==> config.mk <==
export PLATFORM = sky130hd
export DESIGN_NAME = wb_text_writer
export DESIGN_NICKNAME = d
export VERILOG_FILES = /design/src/rtl/wb_text_writer.sv
export SDC_FILE = /design/constraint.sdc
export NUM_CORES = 1
export LEC_CHECK = 0
export ABC_AREA = 1
export CORE_MARGIN = 2
export CORE_UTILIZATION = 56
export DETAILED_ROUTE_END_ITERATION = 6
export PLACE_DENSITY = 0.81
export SLEW_MARGIN = 15
export SYNTH_ARGS = -nofsm -noshare
export SYNTH_HDL_FRONTEND = slang
export SYNTH_SLANG_ARGS = --single-unit
==> constraint.sdc <==
create_clock -name I_clk -period 2.2 [get_ports I_clk]
set_input_delay 0.22 -clock I_clk [delete_from_list [all_inputs] [get_ports I_clk]]
set_output_delay 0.22 -clock I_clk [all_outputs]
set_load 0.05 [all_outputs]
==> src/rtl/wb_text_writer.sv <==
// Wishbone write-side controller for the 80-column text display: cursor, auto-advance, clear/home/newline, font loading.
// Optional clear-complete interrupt is compiled in with `define WB_TEXT_WRITER_IRQ_EN.
module wb_text_writer #(
   parameter int          COLS  = 80,
   parameter int          ROWS  = 25,
   parameter logic [7:0]  FILL0 = 8'h20
) (
   input  logic        I_clk,
   input  logic        I_rst,
   input  logic        I_wb_cyc,
   input  logic        I_wb_stb,
   input  logic        I_wb_we,
   input  logic [2:0]  I_wb_adr,
   input  logic [7:0]  I_wb_dat,
   output logic [7:0]  O_wb_dat,
   output logic        O_wb_ack,
   output logic        O_char_we,
   output logic [10:0] O_char_addr,
   output logic [7:0]  O_char_data,
   output logic        O_font_we,
   output logic [5:0]  O_font_addr,
`ifdef WB_TEXT_WRITER_IRQ_EN
   output logic        O_irq,
`endif
   output logic [7:0]  O_font_data
);

   localparam int XW    = $clog2(COLS);
   localparam int YW    = $clog2(ROWS);
   localparam int NCELL = COLS * ROWS;

   typedef enum logic {ST_IDLE, ST_CLEAR} state_t;

   state_t         r_state, w_state_nxt;
   logic           r_ack, r_char_we, r_font_we;
   logic [7:0]     r_rdata, r_char_data, r_font_data, r_fill;
   logic [10:0]    r_char_addr;
   logic [5:0]     r_font_addr, r_font_a;
   logic [XW-1:0]  r_x;
   logic [YW-1:0]  r_y;
   logic           w_req, w_busy, w_stall, w_acc, w_wr, w_clr_start, w_clr_last, w_irq_bit;
   logic [7:0]     w_rdata;
   logic [10:0]    w_cur_addr;
   logic [XW-1:0]  w_x_wr;
   logic [YW-1:0]  w_y_wr, w_y_inc;

   // Only DATA and CMD writes touch the cursor/char port, so only they wait out a clear.
   assign w_req      = I_wb_cyc & I_wb_stb & ~r_ack;
   assign w_busy     = (r_state == ST_CLEAR);
   assign w_stall    = w_busy & I_wb_we & ((I_wb_adr == 3'd0) | (I_wb_adr == 3'd3));
   assign w_acc      = w_req & ~w_stall;
   assign w_wr       = w_acc & I_wb_we;
   assign w_clr_last = w_busy & (r_char_addr == 11'(NCELL - 1));
   assign w_cur_addr = 11'(r_y) * 11'(COLS) + 11'(r_x);
   assign w_x_wr     = (I_wb_dat >= 8'(COLS)) ? XW'(COLS - 1) : I_wb_dat[XW-1:0];
   assign w_y_wr     = (I_wb_dat >= 8'(ROWS)) ? YW'(ROWS - 1) : I_wb_dat[YW-1:0];
   assign w_y_inc    = (r_y == YW'(ROWS - 1)) ? '0 : r_y + YW'(1);

`ifdef WB_TEXT_WRITER_IRQ_EN
   logic r_irq;
   assign w_irq_bit = r_irq;
   assign O_irq     = r_irq;

   // Completion set has priority over the read-to-clear.
   always_ff @(posedge I_clk or posedge I_rst) begin
      if (I_rst) begin
         r_irq <= 1'b0;
      end else if (w_clr_last) begin
         r_irq <= 1'b1;
      end else if (w_acc && !I_wb_we && (I_wb_adr == 3'd7)) begin
         r_irq <= 1'b0;
      end
   end
`else
   assign w_irq_bit = 1'b0;
`endif

   always_ff @(posedge I_clk or posedge I_rst) begin
      if (I_rst) r_state <= ST_IDLE;
      else       r_state <= w_state_nxt;
   end

   always_comb begin
      w_state_nxt = r_state;
      w_clr_start = 1'b0;
      case (r_state)
         ST_IDLE: begin
            if (w_wr && (I_wb_adr == 3'd3) && (I_wb_dat == 8'h01)) begin
               w_state_nxt = ST_CLEAR;
               w_clr_start = 1'b1;
            end
         end
         ST_CLEAR: if (w_clr_last) w_state_nxt = ST_IDLE;
         default:  w_state_nxt = ST_IDLE;
      endcase
   end

   always_comb begin
      w_rdata = 8'h00;
      case (I_wb_adr)
         3'd1:    w_rdata = 8'(r_x);
         3'd2:    w_rdata = 8'(r_y);
         3'd4:    w_rdata = {2'b00, r_font_a};
         3'd6:    w_rdata = r_fill;
         3'd7:    w_rdata = {6'b000000, w_irq_bit, w_busy};
         default: w_rdata = 8'h00;
      endcase
   end

   always_ff @(posedge I_clk or posedge I_rst) begin
      if (I_rst) begin
         r_ack       <= 1'b0;
         r_rdata     <= 8'h00;
         r_char_we   <= 1'b0;
         r_char_addr <= '0;
         r_char_data <= 8'h00;
         r_font_we   <= 1'b0;
         r_font_addr <= '0;
         r_font_data <= 8'h00;
         r_font_a    <= '0;
         r_fill      <= FILL0;
         r_x         <= '0;
         r_y         <= '0;
      end else begin
         r_ack     <= w_acc;
         r_char_we <= 1'b0;
         r_font_we <= 1'b0;
         if (w_acc) r_rdata <= I_wb_we ? 8'h00 : w_rdata;
         // The clear walks r_char_addr itself; its data stays as latched at entry.
         if (w_busy && !w_clr_last) begin
            r_char_we   <= 1'b1;
            r_char_addr <= r_char_addr + 11'd1;
         end
         if (w_clr_start) begin
            r_char_we   <= 1'b1;
            r_char_addr <= '0;
            r_char_data <= r_fill;
         end
         if (w_wr) begin
            case (I_wb_adr)
               3'd0: begin
                  r_char_we   <= 1'b1;
                  r_char_addr <= w_cur_addr;
                  r_char_data <= I_wb_dat;
                  if (r_x == XW'(COLS - 1)) begin
                     r_x <= '0;
                     r_y <= w_y_inc;
                  end else begin
                     r_x <= r_x + XW'(1);
                  end
               end
               3'd1: r_x <= w_x_wr;
               3'd2: r_y <= w_y_wr;
               3'd3: begin
                  if (I_wb_dat == 8'h02) begin
                     r_x <= '0;
                     r_y <= '0;
                  end else if (I_wb_dat == 8'h03) begin
                     r_x <= '0;
                     r_y <= w_y_inc;
                  end
               end
               3'd4: r_font_a <= I_wb_dat[5:0];
               3'd5: begin
                  r_font_we   <= 1'b1;
                  r_font_addr <= r_font_a;
                  r_font_data <= I_wb_dat;
                  r_font_a    <= r_font_a + 6'd1;
               end
               3'd6: r_fill <= I_wb_dat;
               default: ;
            endcase
         end
         if (w_clr_last) begin
            r_x <= '0;
            r_y <= '0;
         end
      end
   end

   assign O_wb_dat    = r_rdata;
   assign O_wb_ack    = r_ack;
   assign O_char_we   = r_char_we;
   assign O_char_addr = r_char_addr;
   assign O_char_data = r_char_data;
   assign O_font_we   = r_font_we;
   assign O_font_addr = r_font_addr;
   assign O_font_data = r_font_data;

endmodule

**Word level (Yosys, flattened, before mapping)**

Cells that the tools add are included.

- Register bits: 71
- Bits of input ports: 16
- Output and inout bits: 44
- Word-level logic and storage cells: 96

- $add $sub $neg: 5
- Multipliers: 1
- $lt $le $gt $ge: 2
- Equal/unequal tests: 15
- Muxes and demuxes: 35
- Bitwise logic cells: 11
- Reductions and logical operators: 14

Operator list:

| kind | count |
|---|---|
| 11-bit two-way mux | 4 |
| 7-bit two-way mux | 6 |
| 8-bit case mux with 5 select lines | 1 |
| 5-bit two-way mux | 7 |
| 8-bit two-way mux | 4 |
| 7-bit case mux with 3 select lines | 1 |
| 8-bit by 2-bit == test with 1-bit output, second input constant | 2 |
| 5-bit case mux with 3 select lines | 1 |
| 3-bit == test, second input constant | 4 |
| 6-bit case mux with 2 select lines | 1 |
| 11-bit by 1-bit adder with 11-bit output, second input constant | 1 |
| 11-bit by 7-bit adder with 11-bit output | 1 |
| 11-bit == test, second input constant | 1 |
| 1-bit two-way mux | 9 |
| 8-bit by 1-bit == test with 1-bit output, second input constant | 1 |
| 8-bit by 5-bit >= comparator with 1-bit output, second input constant | 1 |
| 8-bit by 7-bit >= comparator with 1-bit output, second input constant | 1 |
| 4-bit nonzero test | 2 |
| 7-bit by 1-bit adder with 7-bit output, second input constant | 1 |
| 1-bit AND | 7 |
| 7-bit == test, second input constant | 1 |
| 5-bit by 3-bit multiplier with 7-bit output, second input constant | 1 |
| 6-bit by 1-bit adder with 6-bit output, second input constant | 1 |
| 3-bit by 2-bit == test with 1-bit output, second input constant | 2 |
| 15 further kinds | 22 |

**Logic depth before layout (Yosys ltp)**

Gate-level depths: netlist (run 1).

- Depth in word-level cells: 13
- Mapped depth: 11
- Depth with buffers taken out: 10

**Least setup slack after synthesis (run 1)**

No wires, ideal clock.

- Path type: register to register
- Start: reg r_char_addr[0], in the netlist O_char_addr[0]
- End: reg r_char_addr[7], in the netlist O_char_addr[7]
- Library setup time: 0.116 ns
- Arrival: 1.914 ns
- Data required time: 2.084 ns
- Path slack: 0.169 ns
- Stages on the path, launching flop included: 12
- Buffers on the path: 1
- Clock period less this slack: 2.031 ns
- Cell sequence: dfrtp_1 ha_1 nand3_1 inv_1 nand3_1 nand2_2 inv_2 buf_2 nand2_1 o21ai_0 nand2_1 nand2_1

- Cells in the longest elaborated chain, start to end: 8
- Elaborated cells between the ends (all ways): 9
- Those cells by class: add/sub (1); eq/ne (1); mux (4); bitwise (1); reduce/logical (2)

RTL lines:

| element | line | RTL |
|---|---|---|
| start: declaration | 37 | `logic [10:0] r_char_addr;` |
| start signal: assignment | 132 | `r_char_addr <= r_char_addr + 11'd1;` |
| start signal: assignment | 143 | `r_char_addr <= w_cur_addr;` |
| branches (longest 4 deep; another with 11-bit by 1-bit adder with 11-bit output) | -- |  |
| 11-bit two-way mux * | 130 | `if (w_busy && !w_clr_last) begin` |
| 11-bit two-way mux * | 134 | `if (w_clr_start) begin` |
| 11-bit two-way mux | 140 | `case (I_wb_adr)` |
| 11-bit two-way mux * | 139 | `if (w_wr) begin` |

Every way passes the cells marked *.
A chain may end at the register's enable or synchronous reset.

**Worst setup path after layout (run 1)**

- Start: reg r_y[0]
- End: reg r_char_addr[10], in the netlist O_char_addr[10]

- Cells in the longest elaborated chain, start to end: 4

RTL lines:

| element | line | RTL |
|---|---|---|
| start: declaration | 40 | `logic [YW-1:0] r_y;` |
| start signal: assignment | 147 | `r_y <= w_y_inc;` |
| start signal: assignment | 153 | `3'd2: r_y <= w_y_wr;` |
| start signal: assignment | 160 | `r_y <= w_y_inc;` |
| 5-bit by 3-bit multiplier with 7-bit output | 54 | `assign w_cur_addr = 11'(r_y) * 11'(COLS) + 11'(r_x);` |
| 11-bit by 7-bit adder with 11-bit output | 54 |  |
| 11-bit two-way mux | 140 |  |
| 11-bit two-way mux | 139 |  |

Every way passes these cells.

==> flow_summary.yaml, run 1 <==
outcome:
  status: "complete, no violations"
timing:
  setup-tns-final_ps: 0
  final.period_utilization_pct: 94.96
  timing.final.crit_period_ps: 2089
  rsz_0062_raised_after_global_routing: "false"
  timing.clock.skew_ps: 13.32
  final_setup_vio_count: 0
  timing.fmax_mhz: 478.7
  max_slew_margin_pct: 65.44
  hold_viol_final: 0
  worstMarginPinSlew_ps: 516.8
  final_max_slew_viols: 0
  setup_ws_ps: 110.9
place:
  dpl_cell_area_um2: 5306
  numPortBuffers: 59
  dp_hpwl_mm: 9.041
  finalWeightedCongestion: 0.9951
  pre_cts_slack_ps: 90.83
  dp_cells: 772
worst_setup_path:
  worstSetupPathType: "flop to flop"
  endpoint_kind: "flop"
  worst_setup_path_start_kind: "flop"
  critical_path_required_ps: 2470
  ff2ff_setup_slack_ps: 110
  timing.critical_path.fanout_max: 6
  arrival_ps: 2360
  cp_slowest_stage_delay_ps: 480
  crit_slowest_cell: "sky130_fd_sc_hd__dfrtp_1"
  worstPathCellList: "ha_1 -> inv_1 -> fa_1 -> inv_1 -> nand2_1 -> a21boi_0 -> nand3_1 -> a21o_1 -> nand3_1 -> nand2_1"
clock_network:
  number_of_sinks_on_the_clock_net: 71
  htree_num_levels: 3
  clock_tree.buffer_depth: 2
  post_cts_resize_count: 0
  cts_made_buffers: 9
  hold_buffers: 0
  cts.reportedPaths.clkPinSlew_ps: 90
  tritoncts: "yes"
  number_of_buffers_inserted_by_post_cts_setup_repair: 0
  cts_root_buf: "sky130_fd_sc_hd__clkbuf_8"
  clock_insertion_delay_worst_skew_ps: 370
global_route:
  grt_max_degree: 72
  via_count_of_the_first_global_routing_pass: 4149
  globalRouteTotalUtil_pct: 30.41
  wire_length_of_the_first_global_routing_pass_mm: 20.46
  gr-total-overflow: 0
  globalRouteMet1Util_pct: 40.27
  global_route.usage.met3_pct: 7.091
  grt.busiest_layer: "met2"
  grtUsageMet2_pct: 48.38
  grt_antenna_before_repair: 0
power_and_ir_drop:
  share_comb_of_total_power_pct: 41.0
  pd_cells_nw_per_um2: 948.1
  pwr-share-clk_pct: 23.5
  power_frac_seq_pct: 35.5
  net-switching-power_w: 0.002272
  power_report.internal_total_w: 0.002973
  ir_worst_vdd_v: 0.0007343
  p_leak_nw: 2.660
  swShare_pct: 43.32
final_layout:
  proportion_of_layout_cells_with_a_drive_suffix_above_1_pct: 10.79
  synthToLayoutAreaGrowth_pct: 23.25
  finish.instance_area_um2: 5532
  post-route-util_pct: 71.58
  fill_cells: 619
  finalNetCount: 713
  n_antenna_cell: 0
  stdcell_count: 788
logic_synthesis:
  yosysSeqAreaShare_pct: 39.62
  yosys_register_bits: 71
  postSynthAreaPerCell_um2: 7.480
  synthCells: 600
  synthesis.area_um2: 4488
  synth-warning-count: 0
  count_of_flip_flops_with_a_built_in_enable_after_synthesis: 0
  share_of_synthesized_registers_carrying_an_async_set_or_reset_pct: 100.0
  synth.net_count: 632
  ys_types: 41
  synth_top_flop_cell: "sky130_fd_sc_hd__dfrtp_1"
route:
  antenna_violating_nets_post_route: 0
  drt_first_iter_violations: 384
  vias: 4365
  routed_wirelength_mm: 12.27
  detail_route.drc_violations: 0
  drt_pass1_iterations: 5
  routed_wire_length_per_instance_um: 15.57
  routed_via_density: 5.539
floorplan:
  number_of_cell_rows: 32
  core_area_um2: 7727
  die-height_um: 93.53
  initial_core_util_pct: 58.08
  floorplan.die.width_um: 93.53
  design.portCount: 60
  die_area_um2: 8747
flow_run:
  cap_viol_max_count: 0
hold_path:
  worstHoldPathType: "input pin to asynchronous set/reset pin"
[cell usage after synthesis (all sizes together) (2+ instances only)]
cell    instances  area share (%)
ha             14             3.9
buf            10             1.6
fa              2            0.89
nor3            6            0.78
nand4           7            0.98
dfrtp          70              39
or2             2            0.28
nor2           47             6.1
a21oi           9             1.5
nand3          72             8.4
nand2         201              18
xor2           13             2.5
o22ai           8             1.1
inv            65             5.4
o21ai          56             6.2
o21bai          8             1.3
[worst max-delay path: cells and delay by family, from the launching register on]
kind                       cells  cell delay [ps]
buffers and inverters          2              120
AOI/OAI and AO/OA              2              430
and+or+nand+nor                4              340
DFF                            1              480
adders and majority gates      2              620
[layout make-up]
| cell class | instances | area [µm²] | share of cell area (%) |
|---|---|---|---|
| Clock inverter | 7 | 101.3 | 1.832 |
| Multi-Input combinational cell | 453 | 2389 | 43.18 |
| Tap cell | 102 | 127.6 | 2.307 |
| Clock buffer | 9 | 123.9 | 2.239 |
| Timing Repair Buffer | 81 | 768.2 | 13.89 |
| Sequential cell | 71 | 1778 | 32.14 |
| Inverter | 65 | 244.0 | 4.411 |
[power by group through the flow]
stage	Sequential [W]	Combinational [W]	Clock, W
final	0.00186	0.00215	0.00123
after global routing	0.00191	0.00236	0.00128
after CTS	0.00186	0.00215	0.00123
after detailed placement	0.00188	0.00213	0
after global placement	0.00187	0.00209	0
after floorplan	0.00240	0.000902	0
[final timing paths]
kind	depth (start not counted)	to	start
setup / recovery	10	O_char_addr[10]	r_y[0]
hold / removal	3	r_fill[3]	I_rst
setup reg to reg	10	O_char_addr[10]	r_y[0]
hold reg to reg	2	r_fill[5]	r_fill[5]
max in group asynchronous	3	r_fill[5]	I_rst
min in group I_clk	3	O_char_data[6]	I_wb_dat[6]
[sequential cells by signal, summed over array words and instances, names as in the netlist]
register and flops:
O_wb_ack 1, O_char_we 1, O_font_addr 6, O_char_addr 11, r_x 7, r_state 1
r_y 5, r_font_a 6, O_char_data 8, O_font_we 1, O_wb_dat 8, r_fill 8
O_font_data 8
[cell usage in the layout (no fill, tap or decap), types with 2 or more instances in the layout]
cell type,Yosys,layout
sky130_fd_sc_hd__o21ai_1,34,34
sky130_fd_sc_hd__fa_1,2,2
sky130_fd_sc_hd__a21oi_4,2,2
sky130_fd_sc_hd__nor2_8,3,3
sky130_fd_sc_hd__nand4_1,7,7
sky130_fd_sc_hd__clkinvlp_4,0,2
sky130_fd_sc_hd__nor2_2,2,2
sky130_fd_sc_hd__o21bai_1,8,8
sky130_fd_sc_hd__ha_1,14,14
sky130_fd_sc_hd__inv_1,55,54
sky130_fd_sc_hd__buf_4,2,21
sky130_fd_sc_hd__inv_2,10,11
sky130_fd_sc_hd__nand2_2,4,4
sky130_fd_sc_hd__nand2_1,194,194
sky130_fd_sc_hd__nor3_1,5,5
sky130_fd_sc_hd__o21ai_0,22,22
sky130_fd_sc_hd__dfrtp_1,70,70
sky130_fd_sc_hd__xor2_1,13,13
sky130_fd_sc_hd__nor2_1,36,36
sky130_fd_sc_hd__a21oi_1,7,7
sky130_fd_sc_hd__bufinv_16,0,2
sky130_fd_sc_hd__nand3_1,70,70
sky130_fd_sc_hd__clkdlybuf4s50_1,0,59
sky130_fd_sc_hd__inv_6,0,3
sky130_fd_sc_hd__nand2_4,2,2
sky130_fd_sc_hd__o22ai_1,8,8
sky130_fd_sc_hd__nor2_4,6,6
sky130_fd_sc_hd__clkbuf_8,0,9
[routing by layer]
layer	part of all wire, %	up-vias
li1	-	2114
met4	2.4	0
met2	47	176
met5	0	-
met3	7.3	30
met1	44	2045
[kinds of logic (layout without fill, tap and decap cells)]
logic type	after synthesis	count (layout)	share of synthesized area, %
adder cells (fa/ha/maj)	16	16	4.795
XOR/XNOR	14	14	2.732
flip-flops	71	71	39.62
AND/OR/NAND/NOR	336	336	34.46
buffers and inverters	76	162	7.165
AO/OA/AOI/OAI	87	87	11.24
[metrics by stage]
stage / hold WS (ps) / power [W]
2_1_floorplan: 336.8 / 0.003301
3_3_place_gp: 462.0 / 0.003957
3_5_place_dp: 464.7 / 0.004003
4_1_cts: 269.4 / 0.005233
5_1_grt: 272.6 / 0.005553
6_report: 245.8 / 0.005245
(Power assumes the default switching activity.)
==> run 2: changes to the inputs <==
- CORE_UTILIZATION: 56 -> 25
- PLACE_DENSITY: 0.81 -> default
==> run 2 against run 1 <==
  * Critical endpoint unchanged
  * Fmax increased by 1.8%
  * Critical path depth decreased by 2
  * Global-route usage decreased by 16 points
==> flow_summary.yaml, run 2 (synthesis gave the netlist of run 1 again) <==
outcome:
  status: "complete, no violations"
final_layout:
  proportion_of_layout_cells_with_a_drive_suffix_above_1_pct: 11.54
  post-route-util_pct: 33.40
  stdcell_count: 918
  synthToLayoutAreaGrowth_pct: 29.61
  n_antenna_cell: 0
  largest_register_ff_count: 11
  finalNetCount: 720
  layout.cells.most_common_list: "sky130_fd_sc_hd__nand2_1, sky130_fd_sc_hd__nand3_1, sky130_fd_sc_hd__dfrtp_1, sky130_fd_sc_hd__clkdlybuf4s50_1, sky130_fd_sc_hd__inv_1"
  layout_commonest_cell: "sky130_fd_sc_hd__nand2_1"
power_and_ir_drop:
  ir_worst_vdd_v: 0.0008184
  swShare_pct: 40.61
  share_comb_of_total_power_pct: 39.2
  p_leak_nw: 2.730
  pwr-share-clk_pct: 27.1
  net-switching-power_w: 0.002244
  pd_cells_nw_per_um2: 949.8
  power_frac_seq_pct: 33.7
  power_report.internal_total_w: 0.003281
hold_path:
  worstHoldPathType: "input pin to asynchronous set/reset pin"
route:
  antenna_violating_nets_post_route: 0
  routed_wirelength_mm: 12.72
  drt_first_iter_violations: 258
  vias: 4203
  detail_route.drc_violations: 0
  drt_pass1_iterations: 4
  routed_wire_length_per_instance_um: 13.86
  routed_via_density: 4.578
clock_network:
  tritoncts: "yes"
  htree_num_levels: 3
  number_of_sinks_on_the_clock_net: 71
  cts_root_buf: "sky130_fd_sc_hd__clkbuf_16"
  clock_tree.buffer_depth: 2
  hold_buffers: 0
  cts.reportedPaths.clkPinSlew_ps: 60
  clock_insertion_delay_worst_skew_ps: 350
  cts_made_buffers: 9
worst_setup_path:
  cp_slowest_stage_delay_ps: 400
  endpoint_kind: "flop"
  arrival_ps: 2290
  crit_slowest_cell: "sky130_fd_sc_hd__dfrtp_1"
  timing.critical_path.fanout_max: 2
  critical_path_required_ps: 2440
  worst_setup_path_start_kind: "flop"
  worstSetupPathType: "flop to flop"
  worstPathCellList: "ha_1 -> ha_1 -> fa_1 -> xor2_1 -> nand3_1 -> a21o_1 -> nand3_1 -> nand2_1"
global_route:
  globalRouteTotalUtil_pct: 14.34
  grt_antenna_before_repair: 0
  wire_length_of_the_first_global_routing_pass_mm: 20.76
  gr-total-overflow: 0
  grt_max_degree: 72
  via_count_of_the_first_global_routing_pass: 4006
place:
  finalWeightedCongestion: 0.8909
  dp_cells: 902
  numPortBuffers: 59
  dp_hpwl_mm: 9.734
flow_run:
  cap_viol_max_count: 0
floorplan:
  floorplan.die.width_um: 138.0
  core_area_um2: 17420
  die_area_um2: 19040
  initial_core_util_pct: 25.77
  die-height_um: 138.0
  design.portCount: 60
  number_of_cell_rows: 48
timing:
  timing.final.crit_period_ps: 2052
  timing.clock.skew_ps: 11.66
  timing.fmax_mhz: 487.4
  hold_viol_final: 0
  final_setup_vio_count: 0
  max_slew_margin_pct: 65.71
  final_max_slew_viols: 0
  setup-tns-final_ps: 0
  worstMarginPinSlew_ps: 512.8
  rsz_0062_raised_after_global_routing: "false"
  final.period_utilization_pct: 93.26
[run 2: power by group through the flow]
| stage | clock, W | combinational (W) | sequential (W) |
|---|---|---|---|
| global route | 0.00158 | 0.00240 | 0.00190 |
| finish | 0.00150 | 0.00217 | 0.00186 |
| detailed placement | 0 | 0.00217 | 0.00188 |
| global placement | 0 | 0.00215 | 0.00188 |
| floorplan | 0 | 0.000902 | 0.00240 |
| CTS | 0.00152 | 0.00218 | 0.00186 |
[run 2: metal layers]
layer,share of wire (%),GRT usage (%),vias up
li1,-,-,2132
met1,50,20.04,1957
met2,44,21.86,95
met3,5.0,3.216,19
met4,1.7,4.762,0
met5,0,0,-
[run 2: path summary, 6_finish.rpt]
path | endpoint | slack, ps | cells after the start | start
max | O_char_addr[10] | 150 | 8 | r_y[1]
min | O_char_data[7] | 280 | 3 | I_rst
max reg2reg | O_char_addr[10] | 150 | 8 | r_y[1]
min reg2reg | r_fill[5] | 480 | 2 | r_fill[5]
max in group asynchronous | r_fill[5] | 1580 | 3 | I_rst
min in group I_clk | r_fill[5] | 480 | 2 | r_fill[5]
[run 2: worst max-delay path, delay by kind of cell, from the launching register on]
family	cells	cell delay, ps
AO/OA/AOI/OAI	1	170
adder cells (fa/ha/maj)	3	920
XOR/XNOR	1	210
flip-flops	1	400
AND/OR/NAND/NOR	3	240
[run 2: final cells by class]
type	count	area (µm²)
fillers	1878	11600
clock buffers	13	260.3
multi-input cells	453	2389
inverters	65	244.0
repair buffers	88	820.8
well taps	225	281.5
clock inverters	3	42.54
flip-flops and latches	71	1779
[run 2: what timing repair did]
action / CTS / global route
setup buffers: 0 / 0
gates resized for setup: 0 / 2
endpoints found under the setup margin: 0 / 2
[run 2: metrics by stage]
stage	power [W]	cell area (µm²)	setup WS, ps	hold slack [ps]
after global routing	0.005888	5817	0.9650	335.5
after global placement	0.004029	5513	106.7	464.9
after floorplan	0.003301	4488	169.3	336.8
after CTS	0.005563	5816	111.6	303.8
after detailed placement	0.004046	5513	70.33	471.0
final	0.005525	5817	148.4	281.8
